`src/rtl/amp_adc_reader_if.sv`:
```
// SPI read path between the ADC reader and the dual-channel ADC.
// The master side generates SCK and the conversion trigger and samples MISO.
interface amp_adc_reader_if;
    logic SPI_SCK;
    logic SPI_MISO;
    logic AD_CONV;

    modport master (
        output SPI_SCK,
        output AD_CONV,
        input  SPI_MISO
    );

    modport slave (
        input  SPI_SCK,
        input  AD_CONV,
        output SPI_MISO
    );
endinterface

```
`src/rtl/amp_adc_reader.sv`:
```
// Dual-channel 14-bit ADC reader: one AD_CONV pulse plus a 34-bit SPI read per
// frame. Both samples are presented with a one-cycle data_valid strobe.
module amp_adc_reader #(
    parameter int unsigned CLK_DIV    = 2,
    parameter int unsigned FRAME_BITS = 34
) (
    input  logic                    clock_in,
    input  logic                    reset,
    input  logic                    start,
    amp_adc_reader_if.master        spi,
    output logic                    busy,
    output logic [13:0]             ch0_data,
    output logic [13:0]             ch1_data,
    output logic                    data_valid
);

    localparam int unsigned DivW = (CLK_DIV > 1) ? $clog2(CLK_DIV) : 1;
    localparam int unsigned CntW = $clog2(FRAME_BITS);

    localparam logic [DivW-1:0] DivLast  = DivW'(CLK_DIV - 1);
    localparam logic [CntW-1:0] LastBit  = CntW'(FRAME_BITS - 1);
    // Sample windows inside the frame; the remaining counts are ADC hi-Z bits.
    localparam logic [CntW-1:0] Ch0First = CntW'(2);
    localparam logic [CntW-1:0] Ch0Last  = CntW'(15);
    localparam logic [CntW-1:0] Ch1First = CntW'(18);
    localparam logic [CntW-1:0] Ch1Last  = CntW'(31);

    typedef enum logic [1:0] {StIdle, StConv, StShift} state_e;

    state_e          state_q, state_d;
    logic [DivW-1:0] div_q, div_d;
    logic            sck_q, sck_d;
    logic            conv_q, conv_d;
    logic [CntW-1:0] bit_cnt_q, bit_cnt_d;
    logic [13:0]     sh0_q, sh0_d;
    logic [13:0]     sh1_q, sh1_d;
    logic [13:0]     ch0_q, ch0_d;
    logic [13:0]     ch1_q, ch1_d;
    logic            dv_q, dv_d;

    logic tick;
    logic fall_tick;

    assign tick      = (div_q == DivLast);
    // SCK is high just before a falling tick, so the tick takes it low.
    assign fall_tick = tick && sck_q;

    // State register.
    always_ff @(posedge clock_in) begin
        if (reset) begin
            state_q <= StIdle;
        end else begin
            state_q <= state_d;
        end
    end

    // Next-state logic: CONV lasts one SCK period, SHIFT ends on the last fall.
    always_comb begin
        state_d = state_q;
        unique case (state_q)
            StIdle:  if (start) state_d = StConv;
            StConv:  if (fall_tick) state_d = StShift;
            StShift: if (fall_tick && (bit_cnt_q == LastBit)) state_d = StIdle;
            default: state_d = StIdle;
        endcase
    end

    // Output and datapath next-state: divider, SCK, shift registers, capture.
    always_comb begin
        div_d     = '0;
        sck_d     = 1'b0;
        conv_d    = (state_d == StConv);
        bit_cnt_d = bit_cnt_q;
        sh0_d     = sh0_q;
        sh1_d     = sh1_q;
        ch0_d     = ch0_q;
        ch1_d     = ch1_q;
        dv_d      = 1'b0;

        if (state_q != StIdle) begin
            div_d = tick ? '0 : div_q + 1'b1;
            sck_d = tick ? ~sck_q : sck_q;
        end

        if ((state_q == StConv) && fall_tick) begin
            bit_cnt_d = '0;
        end

        if ((state_q == StShift) && fall_tick) begin
            bit_cnt_d = bit_cnt_q + 1'b1;
            if ((bit_cnt_q >= Ch0First) && (bit_cnt_q <= Ch0Last)) begin
                sh0_d = {sh0_q[12:0], spi.SPI_MISO};
            end
            if ((bit_cnt_q >= Ch1First) && (bit_cnt_q <= Ch1Last)) begin
                sh1_d = {sh1_q[12:0], spi.SPI_MISO};
            end
            if (bit_cnt_q == LastBit) begin
                ch0_d     = sh0_q;
                ch1_d     = sh1_q;
                dv_d      = 1'b1;
                bit_cnt_d = '0;
            end
        end
    end

    // Datapath registers; reset aborts any frame and clears captured data.
    always_ff @(posedge clock_in) begin
        if (reset) begin
            div_q     <= '0;
            sck_q     <= 1'b0;
            conv_q    <= 1'b0;
            bit_cnt_q <= '0;
            sh0_q     <= '0;
            sh1_q     <= '0;
            ch0_q     <= '0;
            ch1_q     <= '0;
            dv_q      <= 1'b0;
        end else begin
            div_q     <= div_d;
            sck_q     <= sck_d;
            conv_q    <= conv_d;
            bit_cnt_q <= bit_cnt_d;
            sh0_q     <= sh0_d;
            sh1_q     <= sh1_d;
            ch0_q     <= ch0_d;
            ch1_q     <= ch1_d;
            dv_q      <= dv_d;
        end
    end

    assign spi.SPI_SCK = sck_q;
    assign spi.AD_CONV = conv_q;
    assign busy        = (state_q != StIdle);
    assign ch0_data    = ch0_q;
    assign ch1_data    = ch1_q;
    assign data_valid  = dv_q;

endmodule

```
`src/flat_wrapper.sv`:
```
// flat-port wrapper written by rule: the top's interface ports become plain ports
module amp_adc_reader_flat 
#(
    parameter int unsigned CLK_DIV    = 2,
    parameter int unsigned FRAME_BITS = 34
)
  (clock_in, reset, start, busy, ch0_data, ch1_data, data_valid, spi_SPI_SCK, spi_AD_CONV, spi_SPI_MISO);
  amp_adc_reader_if spi_i ();
  input  logic clock_in;
  input  logic reset;
  input  logic start;
  output logic busy;
  output logic [13:0] ch0_data;
  output logic [13:0] ch1_data;
  output logic data_valid;
  output wire logic [$bits(spi_i.SPI_SCK)-1:0] spi_SPI_SCK;
  output wire logic [$bits(spi_i.AD_CONV)-1:0] spi_AD_CONV;
  input wire logic [$bits(spi_i.SPI_MISO)-1:0] spi_SPI_MISO;
  assign spi_SPI_SCK = spi_i.SPI_SCK;
  assign spi_AD_CONV = spi_i.AD_CONV;
  assign spi_i.SPI_MISO = spi_SPI_MISO;
  amp_adc_reader #(.CLK_DIV(CLK_DIV), .FRAME_BITS(FRAME_BITS)) u_core (.clock_in(clock_in), .reset(reset), .start(start), .spi(spi_i), .busy(busy), .ch0_data(ch0_data), .ch1_data(ch1_data), .data_valid(data_valid));
endmodule
```
`config.mk`:
```
export PLATFORM = sky130hd
export DESIGN_NAME = amp_adc_reader_flat
export DESIGN_NICKNAME = d
export VERILOG_FILES = /design/src/rtl/amp_adc_reader_if.sv /design/src/rtl/amp_adc_reader.sv /design/src/flat_wrapper.sv
export SDC_FILE = /design/constraint.sdc
export NUM_CORES = 1
export LEC_CHECK = 0
export ABC_AREA = 1
export BUFFER_PORTS_ARGS = -buffer_cell sky130_fd_sc_hd__buf_2
export CAP_MARGIN = 25
export CORE_ASPECT_RATIO = 0.8
export CORE_UTILIZATION = 55
export CTS_CLUSTER_DIAMETER = 150
export DETAILED_ROUTE_END_ITERATION = 7
export PLACE_DENSITY = 0.77
export SYNTH_ARGS = -nofsm -noshare
export SYNTH_HDL_FRONTEND = slang
export SYNTH_SLANG_ARGS = --single-unit
```
`constraint.sdc`:
```
create_clock -name clock_in -period 4.15 [get_ports clock_in]
set_input_delay 0.415 -clock clock_in [delete_from_list [all_inputs] [get_ports clock_in]]
set_output_delay 0.415 -clock clock_in [all_outputs]
set_load 0.01 [all_outputs]
```
==> flow_summary.json, run 1 <==
{
  "synth_nets": 355,
  "cts_setup_buffers": 0,
  "clk_root_buffer_cell": "clkbuf_8",
  "crit_chain": "inv_1 > ha_1 > nand2_1 > nor2_4 > nand2_4 > nand2_1 > a21oi_1",
  "vdd_drop_max_v": 0.000347,
  "p_int_uw": 954,
  "final_layout_size_suffix_gt1_share_pct": 18.2,
  "cts.sinks": 68,
  "routedWlPerCell_um": 11.9,
  "clock_skew_ps": 7.39,
  "path_common_cell": "nand2_1",
  "worst-setup-path-type": "reg -> reg",
  "vias": 2272,
  "final_common_cell": "dfxtp_1",
  "fp.dieW_um": 80.9,
  "die_area_mm2": 0.00526,
  "vias_per_cell": 5.18,
  "drtIter0Drc": 116,
  "synth.largest_area_cell": "dfxtp_1",
  "tritoncts": "built",
  "synth.area.top_cells": "dfxtp_1 (50%), nor2_1 (8.8%), nand2_1 (8.2%)",
  "cpMaxStageDelayCell": "nor2_4",
  "synth-async-reset-ratio_pct": 0,
  "finish.utilization_pct": 65.8,
  "netlist_area_mm2": 0.00274,
  "cp.required_ps": 4340,
  "ys_seq_elements": 68,
  "pwr-share-comb_pct": 2.1,
  "rsz0062_at_grt": "no",
  "start_kind": "flop",
  "place_inst": 423,
  "ys_warn_count": 0,
  "grt_max_degree": 39,
  "grt_usage_pct": 22.5,
  "cp_slowest_stage_delay_ps": 600,
  "cts-hold-fix-buffers": 0,
  "hold_viol_final": 0,
  "cap_violations": 0,
  "numCtsBuffers": 9,
  "avgSynthCellArea_um2": 7.86,
  "synth_flop_cell": "dfxtp_1",
  "initial_core_util_pct": 58.5,
  "power_switching_share_pct": 21.9,
  "h-tree-depth": 3,
  "cts_resized": 0,
  "nNetsFinal": 381,
  "rows": 22,
  "tightest_slew_ps": 837,
  "layout_common_cells": "dfxtp_1 (68), nor2_1 (64), nand2_1 (60)",
  "core_mm2": 0.00468,
  "route.detailed.drc": 0,
  "postSynthCellCount": 348,
  "grt_pass1_wl_um": 9090,
  "cts_buffer_depth": 2,
  "end_kind": "flop",
  "gp_congestion": 0.834,
  "dieHeight_um": 65.1,
  "drv_slew": 0,
  "worstPathArrival_ps": 2310,
  "outcome": "finished, final reports clean",
  "power-per-cell-area_mw_per_mm2": 397,
  "seq_power_share_pct": 53.7,
  "diodes": 0,
  "grt_pass1_vias": 2007,
  "dp_hpwl_um": 3300,
  "instances_no_fill": 439,
  "port_buffers": 35,
  "area_delta_synth_final_pct": 12.6,
  "relSlewSlack_pct": 44.1,
  "pwr-share-clk_pct": 44.2,
  "clk_transition_reported_paths_ps": 70,
  "crit_fanout": 31,
  "ant_nets": 0,
  "fillers": 404,
  "fin_area_mm2": 0.00308,
  "fmax_mhz": 471,
  "p_leak_uw": 0.00123,
  "antenna_found_initial": 0,
  "synth_edf_count": 0,
  "setup_tns_ps": 0,
  "insertion_delay_ps": 340,
  "drt_wl_total_um": 5220,
  "holdCritPathClass": "in -> reg",
  "grt_overflow": 0,
  "yosys.area.top_type_share_pct": 49.7,
  "drtPass1Iterations": 4,
  "setup_viol": 0,
  "yosysUniqueCellTypes": 27,
  "switchingPower_uw": 268,
  "placed_area_mm2": 0.00288,
  "period_share_pct": 51.2,
  "io_pins": 36,
  "seq_area_frac_synth_pct": 49.7,
  "final.min_clock_period_ps": 2120
}
[power by group through the flow]
stage | sequential (uW) | clock (uW) | combinational, uW
final | 657 | 540 | 25.7
after global routing | 657 | 582 | 29.1
after CTS | 657 | 551 | 25.8
after floorplan | 672 | 0 | 18.6
after global placement | 672 | 0 | 25.5
after detailed placement | 672 | 0 | 25.7
[cell type report]
type / instances / area (um2) / share of cell area (%)
Clock inverter: 6 / 63.8 / 2.07
Tap cell: 60 / 75.1 / 2.44
Multi-Input combinational cell: 247 / 1220 / 39.6
Inverter: 13 / 48.8 / 1.58
Clock buffer: 10 / 138 / 4.47
Timing Repair Buffer: 35 / 175 / 5.69
Sequential cell: 68 / 1360 / 44.2
[through the flow]
stage	setup slack, ps	hold WS, ps	power [uW]
3_3_place_gp	2100	439	697
6_report	2030	354	1220
3_5_place_dp	2030	445	697
4_1_cts	2020	340	1230
2_1_floorplan	2770	424	691
5_1_grt	1790	347	1270
[cell usage after synthesis (all sizes together), types with 2 or more instances]
library cell  count
a21oi            37
buf              14
clkbuf            6
dfxtp            68
ha                3
inv              13
nand2            64
nand3            35
nand3b           14
nor2             71
nor3              3
o21ai            15
xor2              2
[worst max-delay path: cells and delay by family (launching register included)]
kind,cells,cell delay (ps)
buf+inv,1,160
compound gates,1,80
simple gates,4,1180
flops,1,370
fa+ha+maj,1,170
[per-layer routing]
layer,global-route usage (%),vias to the layer above,part of all wire (%)
met5,0,-,0
met4,5.36,0,0.65
met3,9.17,4,4.7
met2,34.6,50,44
met1,29.3,1032,51
li1,-,1186,-
[state kept, by name, summed over array words and instances (netlist names)]
name                flops
u_core.div_q            1
u_core.sh0_q           14
u_core.spi.AD_CONV      1
u_core.data_valid       1
u_core.state_q          2
u_core.spi.SPI_SCK      1
u_core.bit_cnt_q        6
u_core.sh1_q           14
u_core.ch0_data        14
u_core.ch1_data        14
[cells by family (layout without fill, tap and decap cells)]
kind of cell,count (synthesis),count (layout),share of synthesized area [%]
AOI/OAI and AO/OA,53,53,10.2
xor gates and xnor gates,3,3,0.960
adders and majority gates,3,3,1.37
buffers and inverters,33,64,5.72
DFF,68,68,49.7
and+or+nand+nor,188,188,32.0
[final timing paths]
check / to / slack (ps) / cells past startpoint / start
min: u_core.state_q[0] / 350 / 3 / start
max: u_core.ch0_data[10] / 2030 / 7 / u_core.bit_cnt_q[1]
min reg2reg: u_core.div_q / 460 / 1 / u_core.div_q
max reg2reg: u_core.ch0_data[10] / 2030 / 7 / u_core.bit_cnt_q[1]
Note: power is estimated with default switching activity, not from simulation.
==> run 2, diff against run 1 <==
Clock period 4.15 ns to 2 ns, I/O delays scaled along.
==> flow_summary.json, run 2 (synthesized netlist as in run 1, its figures left out) <==
{
  "cp.depth": 7,
  "grt_overflow": 0,
  "rows": 22,
  "clock_skew_ps": 8.99,
  "crit_path_end": "u_core.ch1_data[13]",
  "core_mm2": 0.00468,
  "reg2reg_to": "u_core.ch1_data[13]",
  "outcome": "finished, final reports clean",
  "setup_viol": 0,
  "grt_usage_pct": 25.2,
  "route.detailed.drc": 0,
  "dieHeight_um": 65.1,
  "antenna_found_initial": 0,
  "fmax_mhz": 571,
  "diodes": 0,
  "gp_congestion": 0.867,
  "layout_common_cells": "dfxtp_1 (68), nor2_1 (64), nand2_1 (60)",
  "tightest_slew_ps": 557,
  "cp_slowest_stage_delay_ps": 370,
  "cts_resized": 0,
  "cp_top_family": "simple AND/OR/NAND/NOR gates",
  "port_buffers": 35,
  "worstPathArrival_ps": 2020,
  "relSlewSlack_pct": 62.8,
  "cp.buffers_inverters": 2,
  "cts_setup_buffers": 0,
  "vdd_drop_max_v": 0.000549,
  "drv_slew": 0,
  "vias_per_cell": 5.28,
  "final_layout_size_suffix_gt1_share_pct": 19.2,
  "insertion_delay_ps": 350,
  "cpMaxStageDelayCell": "dfxtp_1",
  "hold_viol_final": 0,
  "final.min_clock_period_ps": 1750,
  "crit_start": "u_core.bit_cnt_q[1]",
  "drtIter0Drc": 124,
  "grt_max_degree": 38,
  "tritoncts": "built",
  "io_pins": 36,
  "fp.dieW_um": 80.9,
  "start_kind": "flop",
  "nNetsFinal": 388,
  "area_delta_synth_final_pct": 15.1,
  "cts_buffer_depth": 2,
  "grt_pass1_vias": 2177,
  "routedWlPerCell_um": 13.0,
  "worst-setup-path-type": "reg -> reg",
  "crit_fanout": 23,
  "initial_core_util_pct": 58.5,
  "ff2ff_path_depth": 7,
  "numCtsBuffers": 9,
  "rsz0062_at_grt": "no",
  "h-tree-depth": 3,
  "end_kind": "flop",
  "die_area_mm2": 0.00526,
  "ant_nets": 0,
  "drt_wl_total_um": 5780,
  "power-per-cell-area_mw_per_mm2": 840,
  "power_uw": 2650,
  "reg2reg_slack_ps": 250,
  "cp.required_ps": 2270,
  "cts.sinks": 68,
  "dp_hpwl_um": 3740,
  "setup_tns_ps": 0,
  "holdCritPathClass": "in -> reg",
  "final_common_cell": "dfxtp_1",
  "cap_violations": 0,
  "crit_chain": "inv_1 > ha_1 > nand2_1 > nor2_4 > buf_4 > nand3_1 > a21oi_1",
  "clk_root_buffer_cell": "clkbuf_8",
  "p_leak_uw": 0.00127,
  "timing.rr.start": "u_core.bit_cnt_q[1]",
  "fillers": 412,
  "period_share_pct": 87.6,
  "cts-hold-fix-buffers": 0,
  "vias": 2356,
  "clk_transition_reported_paths_ps": 70,
  "grt_pass1_wl_um": 10100,
  "drtPass1Iterations": 4
}
-- run 2: changes by cell type in the layout (fill, tap and decap cells not counted) --
cell | before | now
buf_4 | 0 | 7
bufinv_16 | 1 | 2
clkbuf_1 | 0 | 2
clkinv_2 | 2 | 1
clkinv_4 | 1 | 0
clkinvlp_4 | 2 | 1
-- run 2: power by group --
group,leakage (uW),switching (uW),internal (uW)
Combinational,0.000616,39.6,17.8
Sequential,0.000548,4.20,1360
Clock,0.000107,492,735
Total,0.00127,536,2110
-- run 2: final cells by class --
class	instances	area, um2	share of cell area, %
clock buffer	12	145	4.61
clock inverter	4	72.6	2.30
inverter	13	48.8	1.55
multi-input combinational	247	1220	38.7
sequential	68	1360	43.2
tap	60	75.1	2.38
timing repair buffer	42	228	7.23
-- run 2: metal layers --
layer / routed length (um) / vias to the layer above / global-route usage (%)
met3: 317 / 11 / 9.03
met4: 86 / 0 / 9.82
li1: - / 1201 / -
met5: 0 / - / 0
met1: 2830 / 1091 / 33.6
met2: 2540 / 53 / 36.9
-- run 2: per-stage QoR --
step	hold slack [ps]	instances	setup slack, ps	area, um2	util (%)
floorplan	364	348	620	2740	-
global placement	435	430	367	2930	62.6
CTS	120	446	261	3150	67.3
finish	129	446	249	3150	67.3
global route	175	446	108	3150	67.3
detailed placement	451	430	279	2930	62.6
-- run 2: worst min path at each step --
stage                       startpoint            endpoint  slack (ps)  cells after the start
finish                    spi_SPI_MISO     u_core.sh0_q[0]         130                      3
global route                     start  u_core.spi.AD_CONV         180                      3
CTS                       spi_SPI_MISO     u_core.sh0_q[0]         120                      3
detailed placement  u_core.ch0_data[9]  u_core.ch0_data[9]         450                      2
global placement          u_core.div_q        u_core.div_q         430                      1
floorplan                 spi_SPI_MISO     u_core.sh0_q[0]         360                      2
-- run 2: worst min-delay path: stages --
cell and delay (ps):
buf_2 90, o21ai_0 80, nor2_1 70
==> run 3, diff against run 2 <==
Clock period 2 ns to 2.25 ns, I/O delays scaled along.
==> flow_summary.json, run 3 (synthesized netlist as in run 1, its figures left out) <==
{
  "worstPathArrival_ps": 1950,
  "power-per-cell-area_mw_per_mm2": 716,
  "relSlewSlack_pct": 65.6,
  "hold_depth": 3,
  "vias_per_cell": 5.29,
  "dieHeight_um": 65.1,
  "grt_overflow": 0,
  "final_common_cell": "dfxtp_1",
  "cp.buffers_inverters": 1,
  "cts_resized": 0,
  "routedWlPerCell_um": 12.8,
  "reg2reg_to": "u_core.sh0_q[9]",
  "setup_viol": 0,
  "place_inst": 428,
  "gp_congestion": 0.876,
  "hold_viol_final": 0,
  "path_common_cell": "nor2_1",
  "crit_fanout": 18,
  "nNetsFinal": 386,
  "cp_top_family": "simple AND/OR/NAND/NOR gates",
  "placed_area_mm2": 0.00292,
  "setup_tns_ps": 0,
  "numCtsBuffers": 9,
  "insertion_delay_ps": 340,
  "cp_slowest_stage_delay_ps": 420,
  "layout_common_cells": "dfxtp_1 (68), nor2_1 (64), nand2_1 (60)",
  "cpMaxStageDelayCell": "nor2_4",
  "antenna_found_initial": 0,
  "clk_root_buffer_cell": "clkbuf_8",
  "diodes": 0,
  "grt_pass1_wl_um": 9440,
  "fmax_mhz": 597,
  "p_leak_uw": 0.00125,
  "cts.sinks": 68,
  "ant_nets": 0,
  "final_layout_size_suffix_gt1_share_pct": 18.3,
  "fin_area_mm2": 0.00310,
  "final.min_clock_period_ps": 1680,
  "worst-setup-path-type": "reg -> reg",
  "drt_wl_total_um": 5670,
  "whs_endpoint": "u_core.spi.AD_CONV",
  "cp.required_ps": 2530,
  "drtPass1Iterations": 4,
  "fillers": 395,
  "fp.dieW_um": 80.9,
  "vias": 2342,
  "outcome": "finished, final reports clean",
  "io_pins": 36,
  "clock_skew_ps": 7.72,
  "grt_usage_pct": 24.0,
  "route.detailed.drc": 0,
  "min-delay-start": "start",
  "cts_buffer_depth": 2,
  "start_kind": "flop",
  "vdd_drop_max_v": 0.000554,
  "ff2ff_path_depth": 6,
  "reg2reg_slack_ps": 570,
  "h-tree-depth": 3,
  "crit_chain": "nand2_1 > nor2_4 > nand3_4 > inv_2 > nor2_1 > nor2_1",
  "core_mm2": 0.00468,
  "initial_core_util_pct": 58.5,
  "grt_pass1_vias": 2020,
  "cts_setup_buffers": 0,
  "rows": 22,
  "timing.rr.start": "u_core.state_q[1]",
  "tightest_slew_ps": 515,
  "cap_violations": 0,
  "crit_start": "u_core.state_q[1]",
  "end_kind": "flop",
  "area_delta_synth_final_pct": 13.3,
  "port_buffers": 35,
  "drtIter0Drc": 137,
  "drv_slew": 0,
  "cts-hold-fix-buffers": 0,
  "grt_max_degree": 38,
  "tritoncts": "built",
  "instances_no_fill": 443,
  "holdCritPathClass": "in -> reg",
  "dp_hpwl_um": 3590,
  "rsz0062_at_grt": "no",
  "clk_transition_reported_paths_ps": 70,
  "period_share_pct": 74.4,
  "die_area_mm2": 0.00526
}
[run 3: changes by cell type in the layout (fill, tap and decap cells not counted)]
cell,previous run,this run
bufinv_16,2,1
clkinvlp_4,1,0
clkbuf_1,2,3
buf_4,7,5
[run 3: layer usage]
layer	track usage, %	part of all wire (%)	routed length, um
met1	31.6	51	2880
met2	36.3	43	2430
met3	9.58	5.5	313
met4	6.70	0.90	51
met5	0	0	0
[run 3: layout make-up]
class | instances | area [um2] | share of cell area [%]
clock buffers | 13 | 149 | 4.80
clock inverters | 2 | 35.0 | 1.13
inverters | 13 | 48.8 | 1.57
multi-input cells | 247 | 1220 | 39.3
flip-flops and latches | 68 | 1360 | 43.9
well taps | 60 | 75.1 | 2.42
repair buffers | 40 | 213 | 6.86
[run 3: worst min-delay path, stage by stage]
cell and delay (ps):
buf_2 100, nand2_1 70, a21oi_1 60
[run 3: metrics by stage]
step	worst slack (ps)	hold WS, ps	utilization [%]	power (uW)
detailed placement	622	445	62.3	1290
floorplan	870	389	-	1270
CTS	598	141	66.3	2240
global route	461	155	66.3	2310
global placement	691	436	62.3	1290
finish	575	158	66.3	2220
[run 3: worst max-delay path by stage]
stage | endpoint | slack (ps) | depth (start not counted)
3_5_place_dp | u_core.sh0_q[9] | 620 | 7
2_1_floorplan | u_core.state_q[1] | 870 | 8
6_report | u_core.sh0_q[9] | 570 | 6
5_1_grt | u_core.sh0_q[9] | 460 | 6
3_3_place_gp | u_core.bit_cnt_q[2] | 690 | 8
4_1_cts | u_core.sh0_q[9] | 600 | 7
[run 3: where the power goes]
| part | internal, uW | total, uW | leakage (uW) | switching, uW |
|---|---|---|---|---|
| Clock | 536 | 959 | 0.0000935 | 423 |
| Sequential | 1210 | 1210 | 0.000548 | 3.46 |
| Combinational | 15.8 | 49.9 | 0.000605 | 34.2 |
| Total | 1760 | 2220 | 0.00125 | 461 |
